$ cat config.mk
export PLATFORM = sky130hd
export DESIGN_NAME = gm_spi_master
export DESIGN_NICKNAME = d
export VERILOG_FILES = /design/src/rtl/gm_spi_master.sv
export SDC_FILE = /design/constraint.sdc
export NUM_CORES = 1
export LEC_CHECK = 0
export ABC_CLOCK_PERIOD_IN_PS = 4100
export CORE_MARGIN = 3
export CORE_UTILIZATION = 35
export DETAILED_ROUTE_END_ITERATION = 10
export GPL_TIMING_DRIVEN = 0
export PLACE_DENSITY = 0.58
export SETUP_SLACK_MARGIN = 0.2
export SLEW_MARGIN = 20
export SYNTH_ARGS = -nofsm -noshare
export SYNTH_HDL_FRONTEND = slang
export SYNTH_SLANG_ARGS = --single-unit
$ cat constraint.sdc
create_clock -name clk_0 -period 4.1 [get_ports clk_0]
set_input_delay 0.82 -clock clk_0 [delete_from_list [all_inputs] [get_ports clk_0]]
set_output_delay 0.82 -clock clk_0 [all_outputs]
set_load 0.005 [all_outputs]
$ cat src/rtl/gm_spi_master.sv
// Single-word full-duplex SPI master with start/done handshake.
// Frame: SETUP (CLK_DIV) -> 2*DATA_WIDTH SCLK half-periods -> HOLD (CLK_DIV).
module gm_spi_master #(
    parameter int DATA_WIDTH = 16,
    parameter int CLK_DIV    = 4,
    parameter bit CPOL       = 1'b0,
    parameter bit CPHA       = 1'b0
) (
    input  logic                  clk_0,
    input  logic                  reset,
    input  logic                  start,
    input  logic [DATA_WIDTH-1:0] tx_data,
    output logic                  busy,
    output logic                  done,
    output logic [DATA_WIDTH-1:0] rx_data,
    output logic                  SCLK,
    output logic                  MOSI,
    input  logic                  MISO,
    output logic                  SS_n
);

    localparam int EDGES  = 2 * DATA_WIDTH;
    localparam int DIV_W  = $clog2(CLK_DIV);
    localparam int EDGE_W = $clog2(EDGES);

    typedef enum logic [1:0] {StIdle, StSetup, StShift, StHold} state_e;

    state_e                  r_state;
    logic [DIV_W-1:0]        r_div;
    logic [EDGE_W-1:0]       r_edge;
    logic [DATA_WIDTH-1:0]   r_shift;
    logic [DATA_WIDTH-1:0]   r_rx;
    logic                    r_sclk;
    logic                    r_mosi;
    logic                    r_ss_n;
    logic                    r_busy;
    logic                    r_done;

    logic w_div_wrap;
    logic w_last_edge;
    logic w_fire;
    logic w_leading;
    logic w_sample;

    assign w_div_wrap  = (r_div == DIV_W'(CLK_DIV - 1));
    assign w_last_edge = (r_edge == EDGE_W'(EDGES - 1));
    // An SCLK edge fires at the start of every SHIFT half-period; edge 0 ends SETUP.
    assign w_fire      = w_div_wrap &&
                         ((r_state == StSetup) || ((r_state == StShift) && !w_last_edge));
    // The upcoming edge index is even (leading) when leaving SETUP or when r_edge is odd.
    assign w_leading   = (r_state == StSetup) || r_edge[0];
    assign w_sample    = w_leading ^ CPHA;

    always_ff @(posedge clk_0 or posedge reset) begin
        if (reset) begin
            r_state <= StIdle;
            r_div   <= '0;
            r_edge  <= '0;
            r_shift <= '0;
            r_rx    <= '0;
            r_sclk  <= CPOL;
            r_mosi  <= 1'b0;
            r_ss_n  <= 1'b1;
            r_busy  <= 1'b0;
            r_done  <= 1'b0;
        end else begin
            r_done <= 1'b0;
            if (r_state != StIdle) begin
                r_div <= w_div_wrap ? '0 : r_div + 1'b1;
            end
            unique case (r_state)
                StIdle: begin
                    r_div  <= '0;
                    r_edge <= '0;
                    if (start) begin
                        r_shift <= tx_data;
                        r_ss_n  <= 1'b0;
                        r_busy  <= 1'b1;
                        r_sclk  <= CPOL;
                        if (!CPHA) begin
                            r_mosi <= tx_data[DATA_WIDTH-1];
                        end
                        r_state <= StSetup;
                    end
                end
                StSetup: begin
                    if (w_div_wrap) begin
                        r_edge  <= '0;
                        r_state <= StShift;
                    end
                end
                StShift: begin
                    if (w_div_wrap) begin
                        if (w_last_edge) begin
                            r_edge  <= '0;
                            r_state <= StHold;
                        end else begin
                            r_edge <= r_edge + 1'b1;
                        end
                    end
                end
                StHold: begin
                    if (w_div_wrap) begin
                        r_ss_n  <= 1'b1;
                        r_busy  <= 1'b0;
                        r_done  <= 1'b1;
                        r_rx    <= r_shift;
                        r_state <= StIdle;
                    end
                end
                default: r_state <= StIdle;
            endcase
            if (w_fire) begin
                r_sclk <= ~r_sclk;
                if (w_sample) begin
                    r_shift <= {r_shift[DATA_WIDTH-2:0], MISO};
                end else begin
                    r_mosi <= r_shift[DATA_WIDTH-1];
                end
            end
        end
    end

    assign busy    = r_busy;
    assign done    = r_done;
    assign rx_data = r_rx;
    assign SCLK    = r_sclk;
    assign MOSI    = r_mosi;
    assign SS_n    = r_ss_n;

endmodule
==> results of run 1 <==
==> kinds of logic after synthesis <==
kind of cell / after synthesis / share of synthesized area (%)
compound gates: 16 / 5.771
buf+inv: 12 / 2.913
simple gates: 26 / 7.059
mux: 51 / 28.18
flops: 46 / 51.60
fa+ha+maj: 8 / 4.482
==> synthesized netlist by cell type, types with 2 or more instances <==
master and count:
dfrtp_1 45, mux2_2 31, mux2_4 16, ha_1 8, inv_1 8, and3_1 4, mux2i_1 4, nand2_1 4
o21ai_0 4, nor2_1 3, a21oi_1 2, buf_6 2, nor2b_1 2, nor3_1 2
==> final cells by class <==
cell class / count / share of cell area, %
plain buffers: 4 / 1.228
clock buffers: 7 / 3.377
clock inverters: 1 / 0.3070
inverters: 8 / 1.053
multi-input cells: 101 / 35.61
flip-flops and latches: 46 / 40.39
well taps: 75 / 3.289
repair buffers: 41 / 14.74
==> metal layers <==
metal | wire length, um | up-vias | global-route usage (%) | share of wire [%]
met2 | 2257 | 29 | 22.35 | 50
met5 | 0 | - | 0 | 0
met4 | 51 | 0 | 4.460 | 1.1
met3 | 177 | 6 | 3.458 | 4.0
li1 | - | 668 | - | -
met1 | 1989 | 688 | 17.43 | 44
==> power by group through the flow <==
| stage | logic [mW] | registers, mW | clock network, mW |
|---|---|---|---|
| 6_report | 0.905 | 0.800 | 0.307 |
| 5_1_grt | 0.989 | 0.831 | 0.338 |
| 4_1_cts | 0.920 | 0.800 | 0.318 |
| 3_5_place_dp | 0.914 | 0.809 | 0 |
| 3_3_place_gp | 0.886 | 0.796 | 0 |
| 2_1_floorplan | 0.596 | 0.781 | 0 |
==> flip-flops by register name, indices dropped and copies added (netlist names) <==
register and count:
r_state 2, busy 1, r_div 2, SCLK 1, MOSI 1, r_edge 5, rx_data 16, r_shift 16
done 1, SS_n 1
==> final timing paths <==
| path | end |
|---|---|
| worst max-delay path | r_shift[11] |
| worst min-delay path | r_div[0] |
| worst max register to register | r_shift[11] |
| worst min register to register | r_div[0] |
| max in group asynchronous | rx_data[8] |
| min in group asynchronous | r_state[1] |
==> worst register-to-register path, stage by stage (launching register included) <==
cell     delay [ns]
dfrtp_1        0.48
ha_1           0.23
and3_1         0.17
ha_1           0.18
and2b_4        0.23
a31oi_4        0.32
buf_6          0.24
mux2_4         0.31
==> stage by stage <==
| step | area, um^2 | instances | power, mW |
|---|---|---|---|
| 2_1_floorplan | 2233 | 159 | 1.377 |
| 3_3_place_gp | 2728 | 274 | 1.682 |
| 3_5_place_dp | 2748 | 275 | 1.723 |
| 4_1_cts | 2853 | 283 | 2.038 |
| 5_1_grt | 2853 | 283 | 2.158 |
| 6_report | 2853 | 283 | 2.012 |
==> summary.txt, run 1 <==
maxcap violations: 0
crit-path cells: ha_1, and3_1, ha_1, and2b_4, a31oi_4, buf_6, mux2_4
Stages on worst setup path: 7
Top delay family on crit path: flip-flops
wire per inst: 15.81 um
PortBufs: 40
Clock Path Buffers: 2
Final Wtd Congestion: 0.7231
CTS root buf: clkbuf_8
Initial DRC Count: 30
CP dominant cell by count: ha_1
DIE AREA: 0.007375 mm^2
final setup fails: 0
hold slack: 0.4385 ns
Die Y: 85.88 um
Hold Path Depth: 1
FF-to-FF setup slack: 1.82 ns
CP max FO: 10
FF+latch area: 0.001152 mm^2
ANT cells: 0
synth unique cells: 38
CTS clk-pin slew, worst paths: 0.09 ns
Critical Path RT: 4.28 ns
Cell Pwr Density: 705.4 mW/mm^2
Overall Global Routing Usage: 13.58%
Worst setup EP type: flip-flop
final worst-path cycle share: 55.61%
top post-synthesis cells by area: dfrtp_1, mux2_2, mux2_4
Max Fclk: 0.4386 GHz
Final WS setup: 1.820 ns
first-pass GRT wire length: 7831 um
Arrival @ worst endpoint: 2.46 ns
synthesis-to-finish area growth: 27.73%
run status: finished clean
Post-Syn Nets: 187
largest net degree at the start of global routing: 34
biggest cell delay along the critical path: 0.48 ns
CTS resizes: 0
CP max-delay cell: dfrtp_1
Clock Power Share: 15.3%
layout cells sized above 1: 32.21%
vias in the first global route: 1580
area leader, netlist: dfrtp_1
hold_buf cts: 0
Critical Path Source: r_edge[0]
launching point of the worst reg2reg path: r_edge[0]
TritonCTS Sinks: 46
CTS buffer count: 5
Post-synth EDFFs: 0
Nets: 235
total gr overflow: 0
Post-synth top flop: dfrtp_1
Hold Crit Class: reg2reg
worst skew pair latency: 0.30 ns
CP bufs+invs: 1
Via-to-Cell Ratio: 4.915
Lkg Pwr: 1.357 nW
Ports: 41
Switching Share: 30.47%
Setup CP Type: reg2reg
mapped cell area: 0.002233 mm^2
async set or reset register ratio after synthesis: 100.0%
Seq pwr share: 39.8%
Via Count: 1391
internal power: 1.399 mW
H-tree depth: 2
Max VDD drop: 0.3041 mV
most frequent cells in the layout: dfrtp_1, clkdlybuf4s50_1, mux2_2, mux2_4, ha_1
crit start category: flip-flop
Setup Buffers After CTS: 0
hpwl dp: 3214 um
antenna violations before repair: 0
# rows: 28
Reg2Reg Depth: 7
Initial Utilization: 36.85%
Avg Cell Area, Syn: 14.05 um^2
antenna-violating nets left: 0
Seq cells post-synth: 46
pre-CTS setup slack: 1.604 ns
hold_sp: r_div[0]
cell count after synthesis: 159
Die X-Extent: 85.88 um
fin crit period: 2.280 ns
routed wire length: 4475 um
setup TNS: 0 ns
Fin. Hold Viols: 0
core area: 0.006061 mm^2
top cell type's share of synthesized area: 50.42%
multi-input logic area: 0.001016 mm^2
Sw Pwr: 0.6131 mW
register area share after synthesis: 51.60%
post-layout util: 47.07%
DR DRC count: 0
max-slew violation count: 0
max_slew headroom: 65.92%
RSZ-0062 raised after global routing: no
Initial DRT Pass Iterations: 3
Syn. warnings: 0
filler instances: 536
Slew @ Worst Pin: 0.5102 ns
CTS tree: done
Gate power share: 45.0%
commonest non-fill, non-tap cell in the layout: dfrtp_1
clk_skew: 0.006036 ns
Power figures use the tool's default switching activity.
==> run 2: changes to the inputs <==
ABC_CLOCK_PERIOD_IN_PS = 2200   (was 4100)
clock period = 2.2 ns   (was 4.1 ns; I/O delays follow)
==> summary.txt, run 2 (synthesized netlist as in run 1, its figures left out) <==
synthesis-to-finish area growth: 30.48%
run status: finished clean
Slew @ Worst Pin: 0.5325 ns (+0.02233 ns)
Hold Crit Class: reg2reg
Overall Global Routing Usage: 13.11% (-0.46 points)
CP max-delay cell: dfrtp_2
Ports: 41 (unchanged)
CP bufs+invs: 1 (unchanged)
CTS clk-pin slew, worst paths: 0.09 ns (about the same)
wire per inst: 15.64 um (-1.1%)
final worst-path cycle share: 89.65% (+34 points)
crit start category: flip-flop
antenna-violating nets left: 0 (unchanged)
vias in the first global route: 1523 (-3.6%)
Power Total: 3.813 mW (+89%)
DIE AREA: 0.007375 mm^2 (unchanged)
final setup fails: 0 (unchanged)
Cell Pwr Density: 1309 mW/mm^2 (+86%)
Clock Path Buffers: 2 (unchanged)
ANT cells: 0 (unchanged)
Die Y: 85.88 um (unchanged)
Worst setup EP type: flip-flop
CP max FO: 10 (unchanged)
RSZ-0062 raised after global routing: no
# rows: 28 (unchanged)
clk_skew: 0.006312 ns (+0.0002758 ns)
Die X-Extent: 85.88 um (unchanged)
Initial DRC Count: 21 (-30%)
Via Count: 1426 (+2.5%)
non-filler cells, final: 288 (+1.8%)
max-slew violation count: 0 (unchanged)
H-tree depth: 2 (unchanged)
Final Wtd Congestion: 0.6895 (-4.6%)
fin crit period: 1.972 ns (-0.3076 ns)
Max VDD drop: 0.5846 mV (+92%)
DR DRC count: 0 (unchanged)
PortBufs: 40 (unchanged)
Final WS setup: 0.2276 ns (-1.592 ns)
CTS tree: done
Setup CP Type: reg2reg
commonest non-fill, non-tap cell in the layout: dfrtp_1
total gr overflow: 0 (unchanged)
Sw Pwr: 1.157 mW (+89%)
Lkg Pwr: 1.387 nW (+2.3%)
core area: 0.006061 mm^2 (unchanged)
Initial DRT Pass Iterations: 4 (+1)
hpwl dp: 3297 um (+2.6%)
CTS buffer count: 5 (unchanged)
CTS root buf: clkbuf_8
Max Fclk: 0.5070 GHz (+16%)
Via-to-Cell Ratio: 4.951 (+0.74%)
most frequent cells in the layout: dfrtp_1, clkdlybuf4s50_1, mux2_2, mux2_4
Gate power share: 46.1% (+1.1 points)
biggest cell delay along the critical path: 0.41 ns (-0.07 ns)
crit-path cells: ha_2, and3_1, ha_1, and2b_4, a31oi_4, buf_12, mux2_4
Switching Share: 30.35% (-0.11 points)
max_slew headroom: 64.42% (-1.5 points)
pre-CTS setup slack: -0.03548 ns (-1.639 ns)
largest net degree at the start of global routing: 25 (-26%)
Clock Power Share: 14.9% (-0.4 points)
worst skew pair latency: 0.29 ns (about the same)
dpl cells: 275 (unchanged)
Nets: 240 (+2.1%)
Initial Utilization: 36.85% (unchanged)
internal power: 2.656 mW (+90%)
Top delay family on crit path: simple AND/OR/NAND/NOR gates
Arrival @ worst endpoint: 2.16 ns (-0.30 ns)
TritonCTS Sinks: 46 (unchanged)
routed wire length: 4505 um (+0.67%)
Fin. Hold Viols: 0 (unchanged)
first-pass GRT wire length: 7590 um (-3.1%)
maxcap violations: 0 (unchanged)
layout cells sized above 1: 34.74% (+2.5 points)
antenna violations before repair: 0 (unchanged)
Seq pwr share: 38.9% (-0.9 points)
Critical Path RT: 2.38 ns (-1.90 ns)
[run 2: cell count changes in the layout (fill, tap and decap cells not counted), sizes merged]
cell	delta
buf	+5
[run 2: path summary, 6_finish.rpt]
kind / endpoint / cells after the start / startpoint / slack [ns]
hold / removal: r_div[0] / 1 / r_div[0] / 0.44
min in group asynchronous: rx_data[7] / 2 / reset / 0.50
setup reg to reg: r_shift[14] / 7 / r_edge[0] / 0.23
setup / recovery: r_shift[14] / 7 / r_edge[0] / 0.23
max in group asynchronous: SS_n / 3 / reset / 1.13
hold reg to reg: r_div[0] / 1 / r_div[0] / 0.44
[run 2: area by class of cell]
type | count | area, um^2
clock inverter | 1 | 8.758
multi-input combinational | 101 | 1018
inverter | 8 | 30.03
sequential | 46 | 1154
fill | 550 | 3147
timing repair buffer | 46 | 469.2
tap | 75 | 93.84
buffer | 4 | 43.79
clock buffer | 7 | 96.34
[run 2: power by group through the flow]
stage	Combinational [mW]	Sequential (mW)	Clock, mW
2_1_floorplan	1.11	1.46	0
3_3_place_gp	1.65	1.48	0
3_5_place_dp	1.71	1.51	0
4_1_cts	1.75	1.49	0.590
5_1_grt	1.92	1.54	0.627
6_report	1.76	1.48	0.570
[run 2: per-stage QoR]
stage | cell area [um^2] | util [%] | setup TNS [ns] | hold WS [ns]
final | 2914 | 48.08 | 0 | 0.4445
after global routing | 2914 | 48.08 | 0 | 0.4597
after CTS | 2879 | 47.50 | 0 | 0.4469
after detailed placement | 2758 | 45.50 | -0.2704 | 0.4330
after global placement | 2730 | 45.05 | -11.14 | 0.4252
after floorplan | 2236 | - | 0 | 0.4085
[run 2: repair_timing]
| action | 4_1_cts | 5_1_grt |
|---|---|---|
| hold buffers | 0 | 0 |
| buffers inserted | 2 | 3 |
| pin swaps | 1 | 1 |
| resized for setup | 1 | 3 |
| endpoints found under the setup margin | 16 | 15 |
[run 2: worst register-to-register path, cell delays in order (launching register included)]
cell     delay (ns)
dfrtp_2        0.41
ha_2           0.20
and3_1         0.18
ha_1           0.21
and2b_4        0.29
a31oi_4        0.11
buf_12         0.17
mux2_4         0.30
[run 2: routing by layer]
metal	vias to the layer above	part of all wire [%]	track usage, %
met2	34	50	22.42
li1	668	-	-
met5	-	0	0
met4	0	1.4	4.317
met3	5	4.4	2.594
met1	719	44	16.57
==> run 3: changes to the inputs <==
SKIP_CTS_REPAIR_TIMING = 1   (was unset)
==> summary.txt, run 3 (synthesized netlist as in run 1, its figures left out) <==
Arrival @ worst endpoint: 2.15 ns (about the same)
placed cell areas: 0.002758 mm^2 (unchanged)
wire per inst: 15.66 um (+0.10%)
Final WS setup: 0.2335 ns (+0.005887 ns)
Max VDD drop: 0.5845 mV (about the same)
post-layout util: 47.75% (-0.33 points)
Via-to-Cell Ratio: 4.948 (about the same)
CTS tree: done
RSZ-0062 raised after global routing: yes
Hold Crit Class: reg2reg
CP max FO: 10 (unchanged)
layout cells sized above 1: 34.43% (-0.31 points)
crit start category: flip-flop
Clock Path Buffers: 2 (unchanged)
Worst setup EP type: flip-flop
max_slew headroom: 64.34% (-0.081 points)
PortBufs: 40 (unchanged)
Fin. Hold Viols: 0 (unchanged)
worst skew pair latency: 0.29 ns (about the same)
clk_skew: 0.007226 ns (+0.0009142 ns)
ANT cells: 0 (unchanged)
Die X-Extent: 85.88 um (unchanged)
pre-CTS setup slack: -0.03548 ns (unchanged)
DIE AREA: 0.007375 mm^2 (unchanged)
Overall Global Routing Usage: 13.01% (-0.10 points)
antenna violations before repair: 0 (unchanged)
first-pass GRT wire length: 7534 um (-0.74%)
most frequent cells in the layout: dfrtp_1, clkdlybuf4s50_1, mux2_2, mux2_4
run status: finished clean
Max Fclk: 0.5085 GHz (+0.30%)
Top delay family on crit path: simple AND/OR/NAND/NOR gates
CTS root buf: clkbuf_8
Die Y: 85.88 um (unchanged)
crit-path cells: ha_2, and3_1, ha_1, and2b_4, a31oi_4, buf_6, mux2_4
Via Count: 1420 (-0.42%)
Critical Path RT: 2.38 ns (about the same)
total gr overflow: 0 (unchanged)
CP bufs+invs: 1 (unchanged)
core area: 0.006061 mm^2 (unchanged)
Final Wtd Congestion: 0.6895 (unchanged)
setup TNS: 0 ns (unchanged)
largest net degree at the start of global routing: 25 (unchanged)
Nets: 239 (-0.42%)
max-slew violation count: 0 (unchanged)
hpwl dp: 3297 um (unchanged)
maxcap violations: 0 (unchanged)
filler instances: 552 (+0.36%)
routed wire length: 4494 um (-0.24%)
Slew @ Worst Pin: 0.5337 ns (+0.001208 ns)
Initial DRT Pass Iterations: 4 (unchanged)
biggest cell delay along the critical path: 0.43 ns (+0.02 ns)
Ports: 41 (unchanged)
synthesis-to-finish area growth: 29.58%
Initial DRC Count: 21 (unchanged)
TritonCTS Sinks: 46 (unchanged)
final instance area: 0.002894 mm^2 (-0.69%)
DR DRC count: 0 (unchanged)
final setup fails: 0 (unchanged)
Initial Utilization: 36.85% (unchanged)
antenna-violating nets left: 0 (unchanged)
Setup CP Type: reg2reg
final worst-path cycle share: 89.39% (-0.27 points)
CP max-delay cell: dfrtp_2
commonest non-fill, non-tap cell in the layout: dfrtp_1
vias in the first global route: 1512 (-0.72%)
Cell Pwr Density: 1311 mW/mm^2 (+0.21%)
CTS buffer count: 5 (unchanged)
# rows: 28 (unchanged)
fin crit period: 1.966 ns (-0.005887 ns)
CTS clk-pin slew, worst paths: 0.09 ns (about the same)
H-tree depth: 2 (unchanged)
Lkg Pwr: 1.375 nW (-0.85%)
-- run 3: final timing paths --
check,start,endpoint,slack (ns),cells past startpoint
max in group asynchronous,reset,SS_n,1.13,3
min reg2reg,r_div[0],r_div[0],0.45,1
max,r_edge[0],r_shift[14],0.23,7
max reg2reg,r_edge[0],r_shift[14],0.23,7
min,r_div[0],r_div[0],0.45,1
min in group asynchronous,reset,rx_data[7],0.50,2
-- run 3: cell type report --
type                            count  area, um^2  share of cell area, %
Sequential cell                    46        1154                  39.86
Multi-Input combinational cell    101        1018                  35.19
Timing Repair Buffer               45       457.9                  15.82
Clock buffer                        7       96.34                  3.329
Tap cell                           75       93.84                  3.243
Buffer                              4       35.03                  1.211
Inverter                            8       30.03                  1.038
Clock inverter                      1       8.758                 0.3026
-- run 3: layer usage --
| layer | vias up | GRT usage, % | part of all wire (%) |
|---|---|---|---|
| met1 | 708 | 16.51 | 45 |
| met3 | 7 | 2.594 | 3.9 |
| met5 | - | 0 | 0 |
| met4 | 0 | 4.317 | 1.6 |
| li1 | 667 | - | - |
| met2 | 38 | 22.14 | 50 |
-- run 3: power by group --
| part | total (mW) | internal (mW) | switching, mW |
|---|---|---|---|
| registers | 1.49 | 1.23 | 0.253 |
| clock network | 0.571 | 0.288 | 0.282 |
| logic | 1.74 | 1.12 | 0.620 |
| total | 3.80 | 2.64 | 1.15 |
-- run 3: stage by stage --
stage          power [mW]  std cells  hold WS [ns]
6_report            3.795        287        0.4456
5_1_grt             4.061        287        0.4605
4_1_cts             3.816        283        0.4469
3_5_place_dp        3.226        275        0.4330
3_3_place_gp        3.130        274        0.4252
2_1_floorplan       2.567        159        0.4085
